**src/rtl/ledkey_pkg.sv**
```systemverilog
// Shared constants, FSM state type and command decoding for the LED&KEY responder.
package ledkey_pkg;

    // Command class, taken from bits 7:6 of the first byte of a frame.
    localparam logic [1:0] CMD_NONE = 2'b00;
    localparam logic [1:0] CMD_DATA = 2'b01;
    localparam logic [1:0] CMD_DISP = 2'b10;
    localparam logic [1:0] CMD_ADDR = 2'b11;

    // Bit positions inside a data command.
    localparam int unsigned DATA_READ_BIT  = 1;
    localparam int unsigned DATA_FIXED_BIT = 2;

    // Bit positions inside a display-control command.
    localparam int unsigned DISP_ON_BIT = 3;

    localparam int unsigned NUM_DISP_REGS = 16;
    localparam int unsigned KEY_BYTES     = 4;

    typedef enum logic [2:0] {
        ST_IDLE,
        ST_CMD,
        ST_WDATA,
        ST_RDATA,
        ST_IGNORE
    } lk_state_e;

    // Frame state entered once the command byte has been received.
    function automatic lk_state_e cmd_target(input logic [7:0] cmd);
        lk_state_e nxt;
        nxt = ST_IGNORE;
        case (cmd[7:6])
            CMD_ADDR: nxt = ST_WDATA;
            CMD_DATA: nxt = cmd[DATA_READ_BIT] ? ST_RDATA : ST_IGNORE;
            default:  nxt = ST_IGNORE;
        endcase
        return nxt;
    endfunction

endpackage

```
**src/rtl/ledkey_if.sv**
```systemverilog
// Three-wire LED&KEY bus: controller drives clock, strobe and data-in;
// the responder returns data with an output enable.
interface ledkey_if;

    logic lk_clk;
    logic lk_stb;
    logic lk_dio_i;
    logic lk_dio_o;
    logic lk_dio_oe;

    modport master (
        output lk_clk,
        output lk_stb,
        output lk_dio_i,
        input  lk_dio_o,
        input  lk_dio_oe
    );

    modport slave (
        input  lk_clk,
        input  lk_stb,
        input  lk_dio_i,
        output lk_dio_o,
        output lk_dio_oe
    );

endinterface

```
**src/rtl/ledkey_sync_edge.sv**
```systemverilog
// Multi-flop synchronizer for one asynchronous bus pin, with registered
// rise/fall pulses. The level output is aligned with the pulses, so a
// pin edge shows up on all three outputs SYNC_STAGES+1 cycles later.
module ledkey_sync_edge #(
    parameter int unsigned SYNC_STAGES = 2,
    parameter logic        IDLE_LEVEL  = 1'b1
) (
    input  logic clk,
    input  logic rst_n,
    input  logic din,
    output logic level,
    output logic rise,
    output logic fall
);

    logic [SYNC_STAGES-1:0] sync_q;
    logic                   prev_q;

    // Synchronizer chain, delayed copy and edge pulses.
    always_ff @(posedge clk or negedge rst_n) begin
        if (!rst_n) begin
            sync_q <= {SYNC_STAGES{IDLE_LEVEL}};
            prev_q <= IDLE_LEVEL;
            rise   <= 1'b0;
            fall   <= 1'b0;
        end else begin
            sync_q <= {sync_q[SYNC_STAGES-2:0], din};
            prev_q <= sync_q[SYNC_STAGES-1];
            rise   <= sync_q[SYNC_STAGES-1] & ~prev_q;
            fall   <= ~sync_q[SYNC_STAGES-1] & prev_q;
        end
    end

    assign level = prev_q;

endmodule

```
**src/rtl/ledkey_responder.sv**
```systemverilog
// TM1638-style responder: decodes strobe-framed command/data bytes into a
// 16-byte display register file and display-control state, and shifts a
// 32-bit key snapshot back to the controller on read commands.
module ledkey_responder
    import ledkey_pkg::*;
#(
    parameter int unsigned SYNC_STAGES = 2
) (
    input  logic                   clk,
    input  logic                   rst_n,
    ledkey_if.slave                bus,
    input  logic [8*KEY_BYTES-1:0] keys,
    output logic [127:0]           disp_regs,
    output logic                   disp_on,
    output logic [2:0]             brightness,
    output logic                   frame_done,
    output logic                   cmd_err
);

    logic clk_lvl, clk_rise, clk_fall;
    logic stb_lvl, stb_rise, stb_fall;
    logic dio_lvl, dio_rise, dio_fall;

    ledkey_sync_edge #(.SYNC_STAGES(SYNC_STAGES), .IDLE_LEVEL(1'b1)) u_sync_clk (
        .clk   (clk),
        .rst_n (rst_n),
        .din   (bus.lk_clk),
        .level (clk_lvl),
        .rise  (clk_rise),
        .fall  (clk_fall)
    );

    ledkey_sync_edge #(.SYNC_STAGES(SYNC_STAGES), .IDLE_LEVEL(1'b1)) u_sync_stb (
        .clk   (clk),
        .rst_n (rst_n),
        .din   (bus.lk_stb),
        .level (stb_lvl),
        .rise  (stb_rise),
        .fall  (stb_fall)
    );

    ledkey_sync_edge #(.SYNC_STAGES(SYNC_STAGES), .IDLE_LEVEL(1'b1)) u_sync_dio (
        .clk   (clk),
        .rst_n (rst_n),
        .din   (bus.lk_dio_i),
        .level (dio_lvl),
        .rise  (dio_rise),
        .fall  (dio_fall)
    );

    // Synchronizer outputs this block has no use for.
    logic unused_sync;
    assign unused_sync = ^{clk_lvl, dio_rise, dio_fall};

    lk_state_e state_q, state_d;

    logic [2:0]             bit_cnt_q;
    logic [7:0]             shift_q;
    logic                   byte_seen_q;
    logic [3:0]             addr_q;
    logic                   fixed_q;
    logic [8*KEY_BYTES-1:0] key_sh_q;
    logic                   dio_o_q;
    logic                   dio_oe_q;
    logic [7:0]             regs_q [NUM_DISP_REGS];

    logic       in_frame;
    logic       bit_ev;
    logic       byte_done;
    logic       rd_ev;
    logic [7:0] byte_in;

    // A strobe rise in the same cycle as a clock edge closes the frame and
    // suppresses that edge.
    assign in_frame  = (state_q != ST_IDLE);
    assign bit_ev    = in_frame && clk_rise && !stb_rise && !stb_lvl;
    assign byte_done = bit_ev && (bit_cnt_q == 3'd7);
    assign rd_ev     = (state_q == ST_RDATA) && clk_fall && !stb_rise;
    assign byte_in   = {dio_lvl, shift_q[7:1]};

    // FSM state register.
    always_ff @(posedge clk or negedge rst_n) begin
        if (!rst_n) begin
            state_q <= ST_IDLE;
        end else begin
            state_q <= state_d;
        end
    end

    // FSM next state: strobe rise returns to IDLE from anywhere in a frame.
    always_comb begin
        state_d = state_q;
        case (state_q)
            ST_IDLE: begin
                if (stb_fall) state_d = ST_CMD;
            end
            ST_CMD: begin
                if (stb_rise)       state_d = ST_IDLE;
                else if (byte_done) state_d = cmd_target(byte_in);
            end
            default: begin
                if (stb_rise) state_d = ST_IDLE;
            end
        endcase
    end

    // Bit/byte assembly, command execution, register writes and key readout.
    always_ff @(posedge clk or negedge rst_n) begin
        if (!rst_n) begin
            bit_cnt_q   <= '0;
            shift_q     <= '0;
            byte_seen_q <= 1'b0;
            addr_q      <= '0;
            fixed_q     <= 1'b0;
            key_sh_q    <= '0;
            dio_o_q     <= 1'b1;
            dio_oe_q    <= 1'b0;
            disp_on     <= 1'b0;
            brightness  <= '0;
            frame_done  <= 1'b0;
            cmd_err     <= 1'b0;
            for (int unsigned i = 0; i < NUM_DISP_REGS; i++) begin
                regs_q[i] <= '0;
            end
        end else begin
            frame_done <= 1'b0;
            cmd_err    <= 1'b0;

            if (stb_fall) begin
                bit_cnt_q   <= '0;
                byte_seen_q <= 1'b0;
            end

            if (stb_rise) begin
                bit_cnt_q  <= '0;
                frame_done <= in_frame && byte_seen_q;
                dio_o_q    <= 1'b1;
                dio_oe_q   <= 1'b0;
            end

            if (bit_ev) begin
                shift_q   <= byte_in;
                bit_cnt_q <= bit_cnt_q + 3'd1;
            end

            if (byte_done) begin
                byte_seen_q <= 1'b1;
                if (state_q == ST_CMD) begin
                    case (byte_in[7:6])
                        CMD_DATA: begin
                            fixed_q <= byte_in[DATA_FIXED_BIT];
                            if (byte_in[DATA_READ_BIT]) key_sh_q <= keys;
                        end
                        CMD_ADDR: addr_q <= byte_in[3:0];
                        CMD_DISP: begin
                            disp_on    <= byte_in[DISP_ON_BIT];
                            brightness <= byte_in[2:0];
                        end
                        default: cmd_err <= 1'b1;
                    endcase
                end else if (state_q == ST_WDATA) begin
                    regs_q[addr_q] <= byte_in;
                    if (!fixed_q) addr_q <= addr_q + 4'd1;
                end
            end

            if (rd_ev) begin
                dio_o_q  <= key_sh_q[0];
                dio_oe_q <= 1'b1;
                key_sh_q <= {1'b0, key_sh_q[8*KEY_BYTES-1:1]};
            end
        end
    end

    // Flatten the register file onto the display bus.
    always_comb begin
        disp_regs = '0;
        for (int unsigned i = 0; i < NUM_DISP_REGS; i++) begin
            disp_regs[8*i +: 8] = regs_q[i];
        end
    end

    assign bus.lk_dio_o  = dio_o_q;
    assign bus.lk_dio_oe = dio_oe_q;

endmodule

```
**src/flat_wrapper.sv**
```systemverilog
// flat-port wrapper written by rule: the top's interface ports become plain ports
module ledkey_responder_flat import ledkey_pkg::*;
#(
    parameter int unsigned SYNC_STAGES = 2
)
  (clk, rst_n, keys, disp_regs, disp_on, brightness, frame_done, cmd_err, bus_lk_clk, bus_lk_stb, bus_lk_dio_i, bus_lk_dio_o, bus_lk_dio_oe);
  ledkey_if bus_i ();
  input  logic clk;
  input  logic rst_n;
  input  logic [8*KEY_BYTES-1:0] keys;
  output logic [127:0] disp_regs;
  output logic disp_on;
  output logic [2:0] brightness;
  output logic frame_done;
  output logic cmd_err;
  input wire logic [$bits(bus_i.lk_clk)-1:0] bus_lk_clk;
  input wire logic [$bits(bus_i.lk_stb)-1:0] bus_lk_stb;
  input wire logic [$bits(bus_i.lk_dio_i)-1:0] bus_lk_dio_i;
  output wire logic [$bits(bus_i.lk_dio_o)-1:0] bus_lk_dio_o;
  output wire logic [$bits(bus_i.lk_dio_oe)-1:0] bus_lk_dio_oe;
  assign bus_i.lk_clk = bus_lk_clk;
  assign bus_i.lk_stb = bus_lk_stb;
  assign bus_i.lk_dio_i = bus_lk_dio_i;
  assign bus_lk_dio_o = bus_i.lk_dio_o;
  assign bus_lk_dio_oe = bus_i.lk_dio_oe;
  ledkey_responder #(.SYNC_STAGES(SYNC_STAGES)) u_core (.clk(clk), .rst_n(rst_n), .bus(bus_i), .keys(keys), .disp_regs(disp_regs), .disp_on(disp_on), .brightness(brightness), .frame_done(frame_done), .cmd_err(cmd_err));
endmodule
```
**config.mk**
```make
export PLATFORM = sky130hd
export DESIGN_NAME = ledkey_responder_flat
export DESIGN_NICKNAME = d
export VERILOG_FILES = /design/src/rtl/ledkey_pkg.sv /design/src/rtl/ledkey_if.sv /design/src/rtl/ledkey_sync_edge.sv /design/src/rtl/ledkey_responder.sv /design/src/flat_wrapper.sv
export SDC_FILE = /design/constraint.sdc
export NUM_CORES = 1
export LEC_CHECK = 0
export CORE_ASPECT_RATIO = 1.1
export CORE_MARGIN = 2
export CORE_UTILIZATION = 55
export CTS_CLUSTER_SIZE = 25
export DETAILED_ROUTE_END_ITERATION = 8
export PLACE_DENSITY = 0.87
export RECOVER_POWER = 100
export SETUP_SLACK_MARGIN = 0.4
export SKIP_LAST_GASP = 1
export SYNTH_ARGS = -nofsm -noshare
export SYNTH_HDL_FRONTEND = slang
export SYNTH_SLANG_ARGS = --single-unit
```
**constraint.sdc**
```tcl
create_clock -name clk -period 5.9 [get_ports clk]
set_clock_uncertainty 0.05 [all_clocks]
set_input_delay 1.18 -clock clk [delete_from_list [all_inputs] [get_ports clk]]
set_output_delay 1.18 -clock clk [all_outputs]
set_load 0.005 [all_outputs]
```
==> out/summary.txt, run 1 <==
Fin util: 71.8%
FF-to-FF path depth: 4
Slew Limit Headroom: 23.1%
Comb power frac: 4.2%
Met3 Track Usage GR: 9.24%
Post-synth top area share: 58.4%
Flops & latches, synth: 200
CTS Buffer Depth: 2
Max-cap viol count: 0
Die ar.: 15800 um^2
DRT iter0 DRCs: 337
Global-route wire length before repair: 30700 um
Cts bufs inserted: 17
Io pins: 173
Crit Path Category: reg -> reg
Worst reg2reg path endpoint: u_core.disp_regs[20]
Dominant cell type by area after synthesis: dfrtp_1
Clock sink count: 200
Via density: 5.55
Max frequency: 332 MHz
PD cells: 261 nW/um^2
Setup violations, final: 0
Fin crit share: 51.0%
Min-Delay Path Depth: 0
Syn-to-layout area delta: 27.6%
Synth Flop Type: dfrtp_1
Nets@finish: 809
DRT antenna net count: 0
Setup bufs post-CTS: 0
Slew Viols, Final: 0
Slew @ Worst Pin: 1.15 ns
Drt pass-1 iters: 5
Worst skew pair latency: 0.43 ns
Area post-placement: 9920 um^2
Drt drc: 0
Grt ovf: 0
Mapped Cells: 614
Fin Setup TNS: 0 ns
Leak: 5.32 nW
H-tree depth: 4
RSZ-0062 raised after global routing: no
Type of origin of the critical path: flip-flop
Pin count of the biggest net entering global routing: 92
Initial Utilization: 56.3%
Total routed wirelength: 18900 um
M1 GR Usage: 32.6%
Yosys warns: 0
Die Ht: 132 um
Grt peak-use layer: met2
CP endpoint kind: flip-flop
Peak VDD IR: 0.187 mV
Worst-path fanout max: 10
Core ar.: 14400 um^2
GPL Wtd Cong: 0.809
GRT Total Usage: 25.2%
Status: finished, final reports clean
Top post-synthesis cells by area: dfrtp_1 58%, mux2_2 18%, dfstp_2 3.2%, nand2_1 3.2%, a31oi_1 2.7%
Vias in the first global route: 5731
Worst Hold End: u_core.u_sync_dio.level
Via Count: 5367
Arr. time, crit path: 3.27 ns
Reg clk slew, reported paths: 0.06 ns
Int Pwr: 2.10 mW
Post-synth EDFFs: 0
Worst Setup Slack, final: 2.89 ns
Yosys cell types: 48
Syn Nets: 657
WL/cell: 19.6 um
Sequential area share after synthesis: 61.7%
Crit path required time: 6.16 ns
Fin crit period: 3.01 ns
Final hold vios: 0
Net Switching: 0.607 mW
Site Rows: 46
Hold_buf cts: 0
Critical hold path startpoint: u_core.u_sync_dio.sync_q[1]
Initial antenna violation count: 0
Final HPWL DP: 12500 um
Syn Area/Cell: 13.3 um^2
Met2 usage: 39.8%
Root buf cell: clkbuf_16
Share of layout cells above drive strength 1: 22.6%
Sequential share of power: 53.5%
FILL cells: 983
Resize count post-CTS: 0
Worst reg-to-reg setup slack: 2.89 ns
Min-delay worst type: reg -> reg
Clock power frac: 42.3%
Ant. Diodes: 0
CTS tree: built
Synth Cell Area: 8140 um^2
Sw Share: 22.4%
Pre-CTS setup slack: 3.05 ns
Worst R2R Start: u_core.u_sync_stb.rise
Finished Cell Area: 10400 um^2
Die Width: 120 um
# port buffers: 172
Asr flop ratio synth: 100%
## cells by family (layout without fill, tap and decap cells)
logic type,after synthesis,after routing,synth area share [%]
mux,140,140,19.7
fa+ha+maj,6,6,0.923
buf+inv,49,210,2.92
flops,200,200,61.7
compound gates,51,51,3.95
simple gates,168,168,10.8
## metrics by stage
stage | hold slack, ns | power, mW | instances
floorplan | 0.295 | 1.50 | 614
CTS | 0.310 | 2.73 | 967
global route | 0.311 | 2.80 | 967
finish | 0.309 | 2.71 | 967
global placement | 0.298 | 1.59 | 939
detailed placement | 0.301 | 1.59 | 939
## cell type report
cell class | instances | area (um^2) | area share, %
Clock buffer | 19 | 443 | 4.27
Clock inverter | 9 | 129 | 1.24
Inverter | 7 | 26.3 | 0.253
Multi-Input combinational cell | 365 | 2780 | 26.7
Sequential cell | 200 | 5020 | 48.3
Tap cell | 192 | 240 | 2.31
Timing Repair Buffer | 175 | 1750 | 16.8
## cell usage in the layout, fill, tap and decap left out, drive strengths merged, types with 5 or more instances in the layout
| master | n |
|---|---|
| ha | 6 |
| dfrtp | 190 |
| clkbuf | 20 |
| nand3 | 11 |
| nor3 | 5 |
| a31oi | 35 |
| nor2b | 5 |
| o21ai | 6 |
| nor2 | 42 |
| nand4 | 5 |
| clkdlybuf4s50 | 32 |
| mux2 | 140 |
| nand3b | 5 |
| inv | 7 |
| dfstp | 10 |
| dlygate4sd3 | 139 |
| nand2 | 74 |
## registers in the layout, indices dropped and copies added (netlist names), 3 cells and up
register / flops
u_core.brightness: 3
u_core.bit_cnt_q: 3
u_core.key_sh_q: 32
u_core.addr_q: 4
u_core.shift_q: 7
u_core.state_q: 3
u_core.disp_regs: 128
## power by group through the flow
stage / sequential, mW / combinational [mW] / clock, mW
floorplan: 1.43 / 0.0661 / 0
global placement: 1.47 / 0.112 / 0
detailed placement: 1.48 / 0.116 / 0
CTS: 1.45 / 0.117 / 1.16
global route: 1.45 / 0.126 / 1.22
finish: 1.45 / 0.113 / 1.14
## worst max-delay path by stage
stage	startpoint	depth (start not counted)	to
3_3_place_gp	u_core.bit_cnt_q[0]	6	u_core.key_sh_q[0]
6_report	u_core.u_sync_stb.rise	4	u_core.disp_regs[20]
2_1_floorplan	u_core.bit_cnt_q[0]	9	u_core.key_sh_q[0]
4_1_cts	u_core.bit_cnt_q[0]	6	u_core.key_sh_q[0]
3_5_place_dp	u_core.bit_cnt_q[0]	6	u_core.key_sh_q[0]
5_1_grt	u_core.u_sync_stb.rise	4	u_core.disp_regs[17]
## worst max-delay path: stages, from the launching register on
cell and delay (ns):
dfrtp_1 0.49, nor3b_1 0.84, nand4_1 0.29, nor3_1 0.81, mux2_2 0.42
## synthesized netlist by cell type (2+ instances only)
library cell and instances:
mux2_4 8, a21oi_1 4, and4_2 2, dfrtp_1 190, nor2_2 2, nand4b_1 3, nand4_2 3, nand3_1 9
nor2b_1 5, ha_1 6, nor2_1 40, buf_6 5, inv_1 7, mux2_2 132, nand3b_1 3, or3_1 2
buf_2 13, nand2_1 70, dfstp_2 10, a31oi_1 35, and3_2 2, nand3_2 2, o21ai_0 6, nor3_1 2
nand2_2 4, nor3_2 3, or3b_1 2, clkbuf_1 23, nand3b_2 2
## metal layers
layer,vias up,part of all wire (%)
met5,-,0
li1,2427,-
met2,173,48
met1,2745,42
met3,22,8.3
met4,0,1.4
Power figures use the tool's default switching activity.
==> run 2, diff against run 1 <==
--- a/config.mk
+++ b/config.mk
@@ -7,10 +7,10 @@
 export LEC_CHECK = 0
 export CORE_ASPECT_RATIO = 1.1
 export CORE_MARGIN = 2
-export CORE_UTILIZATION = 55
+export CORE_UTILIZATION = 51
 export CTS_CLUSTER_SIZE = 25
 export DETAILED_ROUTE_END_ITERATION = 8
-export PLACE_DENSITY = 0.87
+export PLACE_DENSITY = 0.82
 export RECOVER_POWER = 100
 export SETUP_SLACK_MARGIN = 0.4
 export SKIP_LAST_GASP = 1
==> constraint.sdc (replaced) <==
create_clock -name clk -period 2.8 [get_ports clk]
set_clock_uncertainty 0.05 [all_clocks]
set_input_delay 0.56 -clock clk [delete_from_list [all_inputs] [get_ports clk]]
set_output_delay 0.56 -clock clk [all_outputs]
set_load 0.005 [all_outputs]
==> out/summary.txt, run 2 (synthesis gave the netlist of run 1 again) <==
Met3 Track Usage GR: 8.78% (-0.47 points)
Setup bufs post-CTS: 0 (unchanged)
RSZ-0062 raised after global routing: no
GPL Wtd Cong: 0.860 (+6.4%)
Share of layout cells above drive strength 1: 24.1% (+1.5 points)
Die Width: 124 um (+3.7%)
Max-cap viol count: 1 (+1)
Nets@finish: 814 (+0.62%)
FILL cells: 1125 (+14%)
Via Count: 5422 (+1.0%)
Ant. Diodes: 0 (unchanged)
Global-route wire length before repair: 30200 um (-1.6%)
Peak VDD IR: 0.428 mV (+130%)
Hold_buf cts: 0 (unchanged)
Core ar.: 15700 um^2 (+8.5%)
Min-delay worst type: reg -> reg
Pin count of the biggest net entering global routing: 80 (-13%)
DRT iter0 DRCs: 413 (+23%)
Status: complete, but fails checks
Placed Instances: 952 (+1.4%)
Clock sink count: 200 (unchanged)
Int Pwr: 4.40 mW (+110%)
GRT Total Usage: 22.9% (-2.3 points)
Max reg flops: 128 (unchanged)
Max frequency: 430 MHz (+29%)
Met2 usage: 36.6% (-3.1 points)
Worst skew pair latency: 0.43 ns (about the same)
CTS tree: built
Syn-to-layout area delta: 28.8%
Grt ovf: 0 (unchanged)
Io pins: 173 (unchanged)
Area post-placement: 9970 um^2 (+0.54%)
Most frequent cells in the layout: 190 x dfrtp_1, 139 x dlygate4sd3_1, 132 x mux2_2
Worst Setup Slack, final: 0.474 ns (-2.42 ns)
Pre-CTS setup slack: 0.457 ns (-2.60 ns)
Worst R2R Start: u_core.u_sync_stb.rise
Leak: 5.35 nW (+0.49%)
Worst-path fanout max: 10 (unchanged)
Via density: 5.51 (-0.72%)
Fin crit period: 2.33 ns (-0.684 ns)
Clock power frac: 42.8% (+0.5 points)
Largest stage delay on the critical path: 0.62 ns (-0.22 ns)
Crit Path Category: reg -> reg
Root buf cell: clkbuf_16
H-tree depth: 4 (unchanged)
Resize count post-CTS: 0 (unchanged)
Pwr Total: 5.78 mW (+110%)
Vias in the first global route: 5598 (-2.3%)
Cts bufs inserted: 17 (unchanged)
Final HPWL DP: 12700 um (+1.7%)
Top delay family on crit path: simple AND/OR/NAND/NOR gates
Reg clk slew, reported paths: 0.07 ns (about the same)
Net Switching: 1.38 mW (+130%)
Finished Cell Area: 10500 um^2 (+0.94%)
Drt drc: 0 (unchanged)
Slew Limit Headroom: -33.4% (-57 points)
Slowest stage cell, crit path: nor2_1
Final std cells w/o fill: 984 (+1.8%)
Drt pass-1 iters: 6 (+1)
Critical Path Source: u_core.u_sync_stb.rise
Fin Setup TNS: 0 ns (unchanged)
Crit path required time: 3.06 ns (-3.10 ns)
Crit path cell chain: nor3b_4, nand4_1, nor2_1, mux2_2
Arr. time, crit path: 2.59 ns (-0.68 ns)
Initial antenna violation count: 0 (unchanged)
Violated checks: max-capacitance violations, max-slew violations
Comb power frac: 3.9% (-0.3 points)
Type of origin of the critical path: flip-flop
CP endpoint kind: flip-flop
Setup violations, final: 0 (unchanged)
# port buffers: 172 (unchanged)
Site Rows: 48 (+4.3%)
Commonest non-fill, non-tap cell in the layout: dfrtp_1
Slew Viols, Final: 79 (+79)
Fin crit share: 83.1% (+32 points)
Die Ht: 136 um (+3.7%)
PD cells: 552 nW/um^2 (+110%)
Total routed wirelength: 19200 um (+1.4%)
Sequential share of power: 53.3% (-0.2 points)
Initial Utilization: 51.9% (-4.4 points)
Fin util: 66.8% (-5.0 points)
CTS Buffer Depth: 2 (unchanged)
Grt peak-use layer: met2
DRT antenna net count: 0 (unchanged)
Sw Share: 23.9% (+1.5 points)
Final hold vios: 0 (unchanged)
Slew @ Worst Pin: 2.00 ns (+0.852 ns)
M1 GR Usage: 28.6% (-4.0 points)
Die ar.: 17000 um^2 (+7.6%)
Critical hold path startpoint: u_core.u_sync_dio.sync_q[1]
Hold Slack: 0.312 ns (+0.00242 ns)
WL/cell: 19.5 um (-0.32%)
Worst Path Buf+Inv: 0 (unchanged)
==> run 2: layout make-up <==
class	count	area (um^2)	share of cell area, %
clock inverters	12	155	1.48
repair buffers	180	1790	17.1
flip-flops and latches	200	5020	47.9
well taps	200	250	2.39
multi-input cells	365	2790	26.6
clock buffers	20	447	4.26
inverters	7	26.3	0.251
==> run 2: worst paths after layout <==
path	endpoint	slack, ns	cells past startpoint
worst min register to register	u_core.u_sync_dio.level	0.31	0
worst max-delay path	u_core.disp_regs[60]	0.47	4
min in group asynchronous	u_core.key_sh_q[4]	0.64	1
max in group asynchronous	u_core.disp_regs[44]	0.77	2
worst min-delay path	u_core.u_sync_dio.level	0.31	0
worst max register to register	u_core.disp_regs[60]	0.47	4
==> run 2: per-layer routing <==
layer	part of all wire [%]	vias to the layer above
li1	-	2455
met1	41	2751
met2	48	188
met3	8.8	28
met4	1.9	0
met5	0	-
==> run 2: power groups by stage <==
stage	clock network (mW)	logic, mW	registers, mW
6_report	2.47	0.228	3.08
5_1_grt	2.63	0.252	3.09
4_1_cts	2.53	0.234	3.08
3_5_place_dp	0	0.231	3.14
3_3_place_gp	0	0.222	3.14
2_1_floorplan	0	0.139	3.01
==> run 2: worst reg2reg max path, delay by kind of cell (launching register included) <==
kind / cells / cell delay (ns)
and+or+nand+nor: 3 / 1.25
DFF: 1 / 0.50
muxes: 1 / 0.42
==> run 3, diff against run 2 <==
==> constraint.sdc (replaced) <==
create_clock -name clk -period 2.2 [get_ports clk]
set_clock_uncertainty 0.05 [all_clocks]
set_input_delay 0.44 -clock clk [delete_from_list [all_inputs] [get_ports clk]]
set_output_delay 0.44 -clock clk [all_outputs]
set_load 0.005 [all_outputs]
==> out/summary.txt, run 3 (synthesis gave the netlist of run 1 again) <==
Critical hold path startpoint: u_core.u_sync_dio.sync_q[0]
Min-delay worst type: reg -> reg
Net Switching: 1.78 mW (+28%)
Crit Path Category: reg -> reg
RSZ-0062 raised after global routing: yes
Slew Limit Headroom: 35.1% (+69 points)
Int Pwr: 5.85 mW (+33%)
Vias in the first global route: 5986 (+6.9%)
Slew Viols, Final: 0 (-100%)
Worst skew pair latency: 0.43 ns (about the same)
WL/cell: 20.6 um (+5.8%)
Sw Share: 23.3% (-0.63 points)
Fin Setup TNS: 0 ns (unchanged)
CP endpoint kind: flip-flop
Worst R2R Start: u_core.state_q[0]
Initial Utilization: 51.9% (unchanged)
Total routed wirelength: 21700 um (+13%)
Max frequency: 486 MHz (+13%)
Ant. Diodes: 0 (unchanged)
# port buffers: 172 (unchanged)
Sequential share of power: 50.8% (-2.5 points)
Final hold vios: 0 (unchanged)
Core ar.: 15700 um^2 (unchanged)
Die ar.: 17000 um^2 (unchanged)
H-tree depth: 4 (unchanged)
Commonest non-fill, non-tap cell in the layout: dfrtp_1
Setup violations, final: 0 (unchanged)
GRT Total Usage: 24.5% (+1.7 points)
Via density: 5.56 (+0.84%)
Via Count: 5840 (+7.7%)
Fin crit period: 2.06 ns (-0.268 ns)
Final HPWL DP: 13500 um (+6.1%)
Io pins: 173 (unchanged)
Initial antenna violation count: 0 (unchanged)
Worst-path fanout max: 16 (+6)
Syn-to-layout area delta: 40.4%
Peak VDD IR: 0.597 mV (+39%)
Die Width: 124 um (unchanged)
Slew @ Worst Pin: 0.973 ns (-1.03 ns)
Crit path required time: 2.45 ns (-0.61 ns)
Most frequent cells in the layout: 187 x dfrtp_1, 93 x mux2_2, 77 x dlygate4sd2_1
Clock sink count: 200 (unchanged)
Max reg flops: 128 (unchanged)
Pin count of the biggest net entering global routing: 70 (-13%)
Comb power frac: 5.5% (+1.6 points)
Grt ovf: 0 (unchanged)
Type of origin of the critical path: flip-flop
DRT antenna net count: 0 (unchanged)
Cts bufs inserted: 17 (unchanged)
Drt drc: 0 (unchanged)
Global-route wire length before repair: 32400 um (+7.3%)
Max-cap viol count: 0 (-1)
PD cells: 668 nW/um^2 (+21%)
GPL Wtd Cong: 0.862 (+0.17%)
Min-Delay Path Depth: 0 (unchanged)
Fin crit share: 93.5% (+10 points)
Die Ht: 136 um (unchanged)
CTS tree: built
Arr. time, crit path: 2.31 ns (-0.28 ns)
Status: finished, final reports clean
Critical Path Source: u_core.state_q[0]
Root buf cell: clkbuf_16
Share of layout cells above drive strength 1: 31.7% (+7.6 points)
FILL cells: 1027 (-8.7%)
DRT iter0 DRCs: 318 (-23%)
FF-to-FF path depth: 5 (+1)
CTS Buffer Depth: 2 (unchanged)
Site Rows: 48 (unchanged)
Worst reg-to-reg setup slack: 0.14 ns (-0.33 ns)
Reg clk slew, reported paths: 0.07 ns (about the same)
Clock power frac: 43.7% (+0.9 points)
Drt pass-1 iters: 5 (-1)
Hold Slack: 0.307 ns (-0.00457 ns)
Leak: 5.81 nW (+8.6%)
Nets@finish: 881 (+8.2%)
==> run 3: changes by cell type in the layout (fill, tap and decap cells not counted), sizes merged <==
cell,before,now
buf,8,59
bufinv,2,4
clkbuf,21,35
clkdlybuf4s25,0,55
clkinv,1,3
dlygate4sd2,0,77
dlygate4sd3,139,8
inv,14,11
==> run 3: layer usage <==
| metal | global-route usage [%] | wire length (um) | share of wire (%) |
|---|---|---|---|
| met5 | 0 | 0 | 0 |
| met4 | 9.55 | 546 | 2.5 |
| met3 | 7.04 | 1260 | 5.8 |
| met2 | 42.0 | 11400 | 52 |
| met1 | 29.6 | 8500 | 39 |
==> run 3: power groups by stage <==
stage / Combinational, mW / Clock, mW / Sequential (mW)
global placement: 0.371 / 0 / 3.94
floorplan: 0.187 / 0 / 3.84
CTS: 0.412 / 3.38 / 3.88
finish: 0.416 / 3.33 / 3.88
detailed placement: 0.382 / 0 / 3.94
global route: 0.455 / 3.56 / 3.88
==> run 3: area by class of cell <==
| type | count | area (um^2) | share of cell area (%) |
|---|---|---|---|
| Sequential cell | 200 | 5020 | 44.0 |
| Multi-Input combinational cell | 365 | 3200 | 28.0 |
| Timing Repair Buffer | 247 | 2290 | 20.0 |
| Clock buffer | 19 | 443 | 3.88 |
| Tap cell | 200 | 250 | 2.19 |
| Clock inverter | 13 | 191 | 1.68 |
| Inverter | 7 | 26.3 | 0.230 |
==> run 3: path summary, 6_finish.rpt <==
path,to
setup / recovery,u_core.key_sh_q[9]
hold / removal,u_core.u_sync_dio.sync_q[1]
setup reg to reg,u_core.key_sh_q[9]
hold reg to reg,u_core.u_sync_dio.sync_q[1]
max in group asynchronous,u_core.disp_regs[72]
min in group asynchronous,u_core.disp_regs[102]
==> run 3: critical path, cell delays in order, from the launching register on <==
cell and delay, ns:
dfrtp_1 0.49, or3b_4 0.47, or3_4 0.45, buf_2 0.25
nand2_1 0.12, a31oi_1 0.11
==> run 3: what timing repair did <==
| action | in CTS | in global routing |
|---|---|---|
| endpoints found under the setup margin | 257 | 226 |
| gates cloned | 0 | 4 |
| gates resized for setup | 114 | 118 |
| endpoints found under the hold margin | 46 | 0 |
| hold buffers | 1 | 0 |
| pin swaps | 5 | 23 |
| buffers inserted | 20 | 17 |
==> run 3: through the flow <==
step           instances  setup slack, ns  power, mW  cell area, um^2  utilization, %
2_1_floorplan        614            0.282       4.03             8360               -
3_3_place_gp         977            0.161       4.31            10400            66.3
3_5_place_dp         977           0.0714       4.33            10400            66.3
4_1_cts             1030            0.256       7.67            11200            71.7
5_1_grt             1051           0.0891       7.89            11400            72.9
6_report            1051            0.142       7.63            11400            72.9
